[config.mk]
export PLATFORM = sky130hd
export DESIGN_NAME = uart_tx_serializer_flat
export DESIGN_NICKNAME = d
export VERILOG_FILES = /design/src/rtl/uart_tx_serializer_if.sv /design/src/rtl/uart_tx_serializer.sv /design/src/flat_wrapper.sv
export SDC_FILE = /design/constraint.sdc
export NUM_CORES = 1
export LEC_CHECK = 0
export BUFFER_PORTS_ARGS = -buffer_cell sky130_fd_sc_hd__buf_4
export CAP_MARGIN = 25
export CORE_AREA = 2 2 66 68
export DETAILED_ROUTE_END_ITERATION = 6
export DIE_AREA = 0 0 68 70
export PLACE_DENSITY = 0.76
export SYNTH_ARGS = -nofsm -noshare
export SYNTH_HDL_FRONTEND = slang
export SYNTH_SLANG_ARGS = --single-unit
[constraint.sdc]
create_clock -name PCLK -period 2.68 [get_ports PCLK]
set_input_delay 0.134 -clock PCLK [delete_from_list [all_inputs] [get_ports PCLK]]
set_output_delay 0.134 -clock PCLK [all_outputs]
set_load 0.005 [all_outputs]
[src/rtl/uart_tx_serializer_if.sv]
// Handshake between the APB UART bridge and the UART transmit serializer.
//   send           bridge -> serializer  level; a rising edge requests one frame
//   DATA_TX        bridge -> serializer  byte to transmit
//   parity_type    bridge -> serializer  00/11 none, 01 odd, 10 even
//   baud_rate      bridge -> serializer  selects one of four bit periods
//   tx             serializer -> line    serial output, idle high
//   tx_active_flag serializer -> bridge  high while a frame is on the line
//   tx_done_flag   serializer -> bridge  one-cycle pulse at end of stop bit
interface uart_tx_serializer_if;
    localparam int unsigned DATA_W = 8;
    localparam int unsigned SEL_W  = 2;

    logic              send;
    logic [DATA_W-1:0] DATA_TX;
    logic [SEL_W-1:0]  parity_type;
    logic [SEL_W-1:0]  baud_rate;
    logic              tx;
    logic              tx_active_flag;
    logic              tx_done_flag;

    // Bridge side
    modport master (
        output send,
        output DATA_TX,
        output parity_type,
        output baud_rate,
        input  tx,
        input  tx_active_flag,
        input  tx_done_flag
    );

    // Serializer side
    modport slave (
        input  send,
        input  DATA_TX,
        input  parity_type,
        input  baud_rate,
        output tx,
        output tx_active_flag,
        output tx_done_flag
    );
endinterface

[src/rtl/uart_tx_serializer.sv]
// UART transmit engine: serializes one byte per rising edge of send as an
// 8N1 / 8E1 / 8O1 frame, LSB first, on an idle-high line.
//   PCLK     system clock, rising edge
//   PRESETn  asynchronous active-low reset
//   bus      uart_tx_serializer_if.slave (send/DATA_TX/parity_type/baud_rate
//            in; tx/tx_active_flag/tx_done_flag out, all registered)
module uart_tx_serializer #(
    parameter int unsigned DIV_0 = 20833,
    parameter int unsigned DIV_1 = 10417,
    parameter int unsigned DIV_2 = 5208,
    parameter int unsigned DIV_3 = 2604,
    parameter int unsigned CNT_W = 16
) (
    input  logic                  PCLK,
    input  logic                  PRESETn,
    uart_tx_serializer_if.slave   bus
);

    localparam int unsigned DATA_W = 8;
    localparam int unsigned IDX_W  = 3;
    localparam int unsigned SEL_W  = 2;

    localparam logic [CNT_W-1:0] TC_0 = CNT_W'(DIV_0 - 1);
    localparam logic [CNT_W-1:0] TC_1 = CNT_W'(DIV_1 - 1);
    localparam logic [CNT_W-1:0] TC_2 = CNT_W'(DIV_2 - 1);
    localparam logic [CNT_W-1:0] TC_3 = CNT_W'(DIV_3 - 1);

    typedef enum logic [2:0] {
        IDLE   = 3'd0,
        START  = 3'd1,
        DATA   = 3'd2,
        PARITY = 3'd3,
        STOP   = 3'd4
    } state_t;

    state_t              state_q,   state_nx;
    logic [CNT_W-1:0]    cnt_q,     cnt_nx;
    logic [IDX_W-1:0]    bit_idx_q, bit_idx_nx;
    logic [DATA_W-1:0]   data_q,    data_nx;
    logic [SEL_W-1:0]    par_q,     par_nx;
    logic [SEL_W-1:0]    baud_q,    baud_nx;
    logic                tx_q,      tx_nx;
    logic                active_q,  active_nx;
    logic                done_q,    done_nx;
    logic                send_d_q;
    logic                primed_q;

    logic                start_c;
    logic                tc_c;
    logic [CNT_W-1:0]    tc_val_c;
    logic                par_en_c;
    logic                par_bit_c;
    logic [IDX_W-1:0]    next_idx_c;

    // primed_q blocks the first cycle after reset, when send_d_q still holds
    // its reset value rather than a sampled send; a send already high at
    // release must not look like a rising edge.
    assign start_c    = bus.send & ~send_d_q & primed_q;

    // Terminal count for the latched baud selection
    always_comb begin
        tc_val_c = TC_0;
        unique case (baud_q)
            2'b00:   tc_val_c = TC_0;
            2'b01:   tc_val_c = TC_1;
            2'b10:   tc_val_c = TC_2;
            default: tc_val_c = TC_3;
        endcase
    end

    assign tc_c       = (cnt_q == tc_val_c);
    assign par_en_c   = par_q[0] ^ par_q[1];
    // Even: XOR of data; odd (01): inverted
    assign par_bit_c  = (^data_q) ^ par_q[0];
    assign next_idx_c = bit_idx_q + IDX_W'(1);

    // Next-state and next-output logic; tx is produced one step ahead so the
    // line changes on the same edge as the state.
    always_comb begin
        state_nx   = state_q;
        cnt_nx     = cnt_q;
        bit_idx_nx = bit_idx_q;
        data_nx    = data_q;
        par_nx     = par_q;
        baud_nx    = baud_q;
        tx_nx      = tx_q;
        active_nx  = active_q;
        done_nx    = 1'b0;

        unique case (state_q)
            IDLE: begin
                if (start_c) begin
                    data_nx    = bus.DATA_TX;
                    par_nx     = bus.parity_type;
                    baud_nx    = bus.baud_rate;
                    state_nx   = START;
                    cnt_nx     = '0;
                    bit_idx_nx = '0;
                    tx_nx      = 1'b0;
                    active_nx  = 1'b1;
                end
            end
            START: begin
                if (tc_c) begin
                    cnt_nx     = '0;
                    bit_idx_nx = '0;
                    state_nx   = DATA;
                    tx_nx      = data_q[0];
                end else begin
                    cnt_nx = cnt_q + CNT_W'(1);
                end
            end
            DATA: begin
                if (tc_c) begin
                    cnt_nx = '0;
                    if (bit_idx_q == IDX_W'(DATA_W - 1)) begin
                        if (par_en_c) begin
                            state_nx = PARITY;
                            tx_nx    = par_bit_c;
                        end else begin
                            state_nx = STOP;
                            tx_nx    = 1'b1;
                        end
                    end else begin
                        bit_idx_nx = next_idx_c;
                        tx_nx      = data_q[next_idx_c];
                    end
                end else begin
                    cnt_nx = cnt_q + CNT_W'(1);
                end
            end
            PARITY: begin
                if (tc_c) begin
                    cnt_nx   = '0;
                    state_nx = STOP;
                    tx_nx    = 1'b1;
                end else begin
                    cnt_nx = cnt_q + CNT_W'(1);
                end
            end
            STOP: begin
                if (tc_c) begin
                    cnt_nx    = '0;
                    state_nx  = IDLE;
                    tx_nx     = 1'b1;
                    active_nx = 1'b0;
                    done_nx   = 1'b1;
                end else begin
                    cnt_nx = cnt_q + CNT_W'(1);
                end
            end
            default: begin
                state_nx  = IDLE;
                cnt_nx    = '0;
                tx_nx     = 1'b1;
                active_nx = 1'b0;
            end
        endcase
    end

    // State and output registers
    always_ff @(posedge PCLK or negedge PRESETn) begin
        if (!PRESETn) begin
            state_q   <= IDLE;
            cnt_q     <= '0;
            bit_idx_q <= '0;
            data_q    <= '0;
            par_q     <= '0;
            baud_q    <= '0;
            tx_q      <= 1'b1;
            active_q  <= 1'b0;
            done_q    <= 1'b0;
            send_d_q  <= 1'b0;
            primed_q  <= 1'b0;
        end else begin
            state_q   <= state_nx;
            cnt_q     <= cnt_nx;
            bit_idx_q <= bit_idx_nx;
            data_q    <= data_nx;
            par_q     <= par_nx;
            baud_q    <= baud_nx;
            tx_q      <= tx_nx;
            active_q  <= active_nx;
            done_q    <= done_nx;
            send_d_q  <= bus.send;
            primed_q  <= 1'b1;
        end
    end

    assign bus.tx             = tx_q;
    assign bus.tx_active_flag = active_q;
    assign bus.tx_done_flag   = done_q;

endmodule

[src/flat_wrapper.sv]
// flat-port wrapper written by rule: the top's interface ports become plain ports
module uart_tx_serializer_flat 
#(
    parameter int unsigned DIV_0 = 20833,
    parameter int unsigned DIV_1 = 10417,
    parameter int unsigned DIV_2 = 5208,
    parameter int unsigned DIV_3 = 2604,
    parameter int unsigned CNT_W = 16
)
  (PCLK, PRESETn, bus_send, bus_DATA_TX, bus_parity_type, bus_baud_rate, bus_tx, bus_tx_active_flag, bus_tx_done_flag);
  uart_tx_serializer_if bus_i ();
  input  logic PCLK;
  input  logic PRESETn;
  input wire logic [$bits(bus_i.send)-1:0] bus_send;
  input wire logic [$bits(bus_i.DATA_TX)-1:0] bus_DATA_TX;
  input wire logic [$bits(bus_i.parity_type)-1:0] bus_parity_type;
  input wire logic [$bits(bus_i.baud_rate)-1:0] bus_baud_rate;
  output wire logic [$bits(bus_i.tx)-1:0] bus_tx;
  output wire logic [$bits(bus_i.tx_active_flag)-1:0] bus_tx_active_flag;
  output wire logic [$bits(bus_i.tx_done_flag)-1:0] bus_tx_done_flag;
  assign bus_i.send = bus_send;
  assign bus_i.DATA_TX = bus_DATA_TX;
  assign bus_i.parity_type = bus_parity_type;
  assign bus_i.baud_rate = bus_baud_rate;
  assign bus_tx = bus_i.tx;
  assign bus_tx_active_flag = bus_i.tx_active_flag;
  assign bus_tx_done_flag = bus_i.tx_done_flag;
  uart_tx_serializer #(.DIV_0(DIV_0), .DIV_1(DIV_1), .DIV_2(DIV_2), .DIV_3(DIV_3), .CNT_W(CNT_W)) u_core (.PCLK(PCLK), .PRESETn(PRESETn), .bus(bus_i));
endmodule
==> reports/qor.tcl <==
set qor(run_status) {completed}
set qor(num_rows) 24
set qor(number_of_global_route_vias_before_repair) 1650
set qor(design.final.nets) 260
set qor(setup_total_negative_slack_ns) 0
set qor(avgViaCountPerCell) 6.062
set qor(synthesis.yosys.warnings) 0
set qor(finalHoldWorstSlack_ns) 0.06620
set qor(layout-drive-gt1-share_pct) 26.47
set qor(grt_first_pass_wirelength_microns) 7941
set qor(synth_top_cell_by_area) {dfrtp_1}
set qor(yosys_most_used_dff) {dfrtp_1}
set qor(routedWlPerCell_microns) 15.71
set qor(asr_flop_ratio_synth_pct) 100.0
set qor(replace_congestion) 0.9425
set qor(route.detailed.drc) 0
set qor(cts-buffers-inserted) 5
set qor(cts_root_buf) {clkbuf_8}
set qor(detailedPlacementHpwl_microns) 3198
set qor(initial_antenna_violation_count) 0
set qor(finish.cell_count_without_fillers) 290
set qor(via_count) 1758
set qor(timing.critical_path.to_type) {register}
set qor(synth.distinct_cells) 56
set qor(cellPowerDensity_mw_per_mm2) 984.7
set qor(ys_ff_latch) 39
set qor(period_minus_slack_ns) 2.451
set qor(maximum_number_of_pins_on_one_net_before_global_route_repair) 40
set qor(worst_slew_margin_rel_pct) 45.94
set qor(hold_viol_final) 0
set qor(tritoncts) {yes}
set qor(power.ir.vdd_worst_v) 0.0005005
set qor(synth_top_area_share_pct) 41.39
set qor(worst_ep_arrival_time_ns) 2.63
set qor(cts_num_sinks) 39
set qor(p_total_uw) 2570
set qor(firstDrtPassIters) 5
set qor(timing.final.max_slew_violations) 0
set qor(boundary_pin_count) 18
set qor(yosysSeqAreaShare_pct) 42.54
set qor(tightest_slew_ns) 0.8073
set qor(max_cap_viol_count) 0
set qor(rsz0062_at_grt) {false}
set qor(worstSetupPathType) {reg2reg}
set qor(wl_microns) 4556
set qor(post-route-period-util_pct) 91.46
set qor(clkLatencyLatePin_ns) 0.29
set qor(die_area_sq_mm) 0.004760
set qor(place.port_buffers) 17
set qor(worst-endpoint-required_ns) 2.86
set qor(placed_instance_count) 280
set qor(cts_max_path_buffers) 2
set qor(clk_pin_slew_worst_paths_ns) 0.08
set qor(fin_worst_skew_ns) 0.007563
set qor(worstPathMaxFanout) 23
set qor(synth_area_sq_mm) 0.002297
set qor(synth_enable_flop_cells) 0
set qor(placement.setup.worst_slack_ns) 0.2498
set qor(crit_path_start_kind) {register}
set qor(design.core.area_sq_mm) 0.004144
set qor(setup_viol) 0
set qor(grt.total_usage_pct) 21.93
set qor(initialDrtViolationCount) 104
set qor(syn-mean-instance-area_sq_um) 10.64
set qor(hold_path.class) {in2reg}
set qor(syn_nets) 239
set qor(initial_utilization_pct) 55.43
set qor(overflow) 0
set qor(antennaDiodeCount) 0
set qor(cellLeakagePower_uw) 0.001158
set qor(yosys-top-cells-area) {dfrtp_1 41%, mux2_2 6.9%, ha_1 4.4%}
set qor(postSynthCellCount) 216
set qor(dieWidth_microns) 68
set qor(drt.antenna.violating_nets) 0
set qor(postLayoutSetupSlackWorst_ns) 0.2290
set qor(dieHeight_microns) 70
set qor(area.growth.synth_to_final_pct) 13.62
set qor(max_freq_ghz) 0.4080
set qor(htreeDepth) 2
timing repair:
item	CTS	global route
hold buffers	2	0
endpoints found under the setup margin	0	1
resized for setup	0	1
hold endpoints to repair	39	0
buffers inserted	0	0
cell usage after synthesis (3+ instances only):
cell      count
mux2i_1       4
dfrtp_1      38
xor2_1        3
mux2_2       14
and3_1        4
nand4_1       5
nand2_1      16
nand2b_1      6
inv_1         6
or3_2         3
a21oi_1      12
a31oi_1      10
ha_1          8
a21o_1        3
nor2_1        7
xnor2_1       8
a22o_1        4
nand3_1      13
o21ai_0       4
nor3_1        3
through the flow:
step | utilization [%] | cell area (sq um)
finish | 62.98 | 2610
global route | 62.98 | 2610
CTS | 62.89 | 2606
detailed placement | 59.12 | 2450
global placement | 58.76 | 2435
floorplan | - | 2297
worst max-delay path, stage by stage, from the launching register on:
cell and delay (ns):
dfrtp_1 0.40, inv_1 0.09, ha_1 0.22, or4b_4 0.48, a22oi_2 0.18, and4_4 0.30
a21oi_2 0.14, buf_8 0.20, a21o_1 0.16, a22o_1 0.18
layout by cell type, fill, tap and decap left out, types with 3 or more instances in the layout:
cell type	netlist	final
mux2i_1	4	4
mux2_2	14	14
clkbuf_8	1	5
a21oi_1	12	11
xnor2_1	8	8
a31oi_1	10	10
a22o_1	4	4
nand4_1	5	5
and3_1	4	4
dfrtp_1	38	38
buf_4	0	20
ha_1	8	8
o21ai_0	4	4
xor2_1	3	3
nor2_1	7	7
nand3_1	13	13
inv_1	6	6
or3_2	3	3
nand2_1	16	16
a21o_1	3	3
nor3_1	3	3
nand2b_1	6	6
layer usage:
layer	up-vias	global-route usage, %	part of all wire, %
met3	8	4.670	4.5
met5	-	0	0
li1	839	-	-
met4	0	6.000	1.7
met1	857	33.58	47
met2	54	31.39	47
where the power goes:
group	internal, uW	switching, uW
sequential	781	246
combinational	531	422
clock	371	218
flip-flops by register name, indices dropped and copies added, names as in the netlist, 2 cells and up:
| signal | count |
|---|---|
| u_core.cnt_q | 16 |
| u_core.baud_q | 2 |
| u_core.state_q | 3 |
| u_core.bit_idx_q | 3 |
| u_core.par_q | 2 |
| u_core.data_q | 8 |
layout make-up:
type	instances	area, sq um
Clock buffer	5	68.82
Inverter	6	22.52
Fill cell	342	1534
Multi-Input combinational cell	162	1224
Sequential cell	39	977.2
Timing Repair Buffer	23	185.2
Clock inverter	3	67.56
Tap cell	52	65.06
cells by family after synthesis:
logic type / after synthesis / share of synthesized area, %
DFF: 39 / 42.54
muxes: 20 / 10.57
xor gates and xnor gates: 11 / 4.194
buffers and inverters: 15 / 4.357
adders and majority gates: 8 / 4.357
and+or+nand+nor: 72 / 17.92
AOI/OAI and AO/OA: 50 / 15.90
other: 1 / 0.1632
final timing paths:
path / cells past startpoint / to / slack [ns] / startpoint
max: 9 / u_core.cnt_q[7] / 0.23 / u_core.baud_q[0]
min in group asynchronous: 2 / u_core.cnt_q[5] / 0.35 / PRESETn
min: 2 / u_core.data_q[4] / 0.07 / bus_DATA_TX[4]
max in group asynchronous: 2 / u_core.bus.tx / 1.97 / PRESETn
min reg2reg: 1 / u_core.bus.tx / 0.53 / u_core.bus.tx
max reg2reg: 9 / u_core.cnt_q[7] / 0.23 / u_core.baud_q[0]
Power figures use the tool's default switching activity.
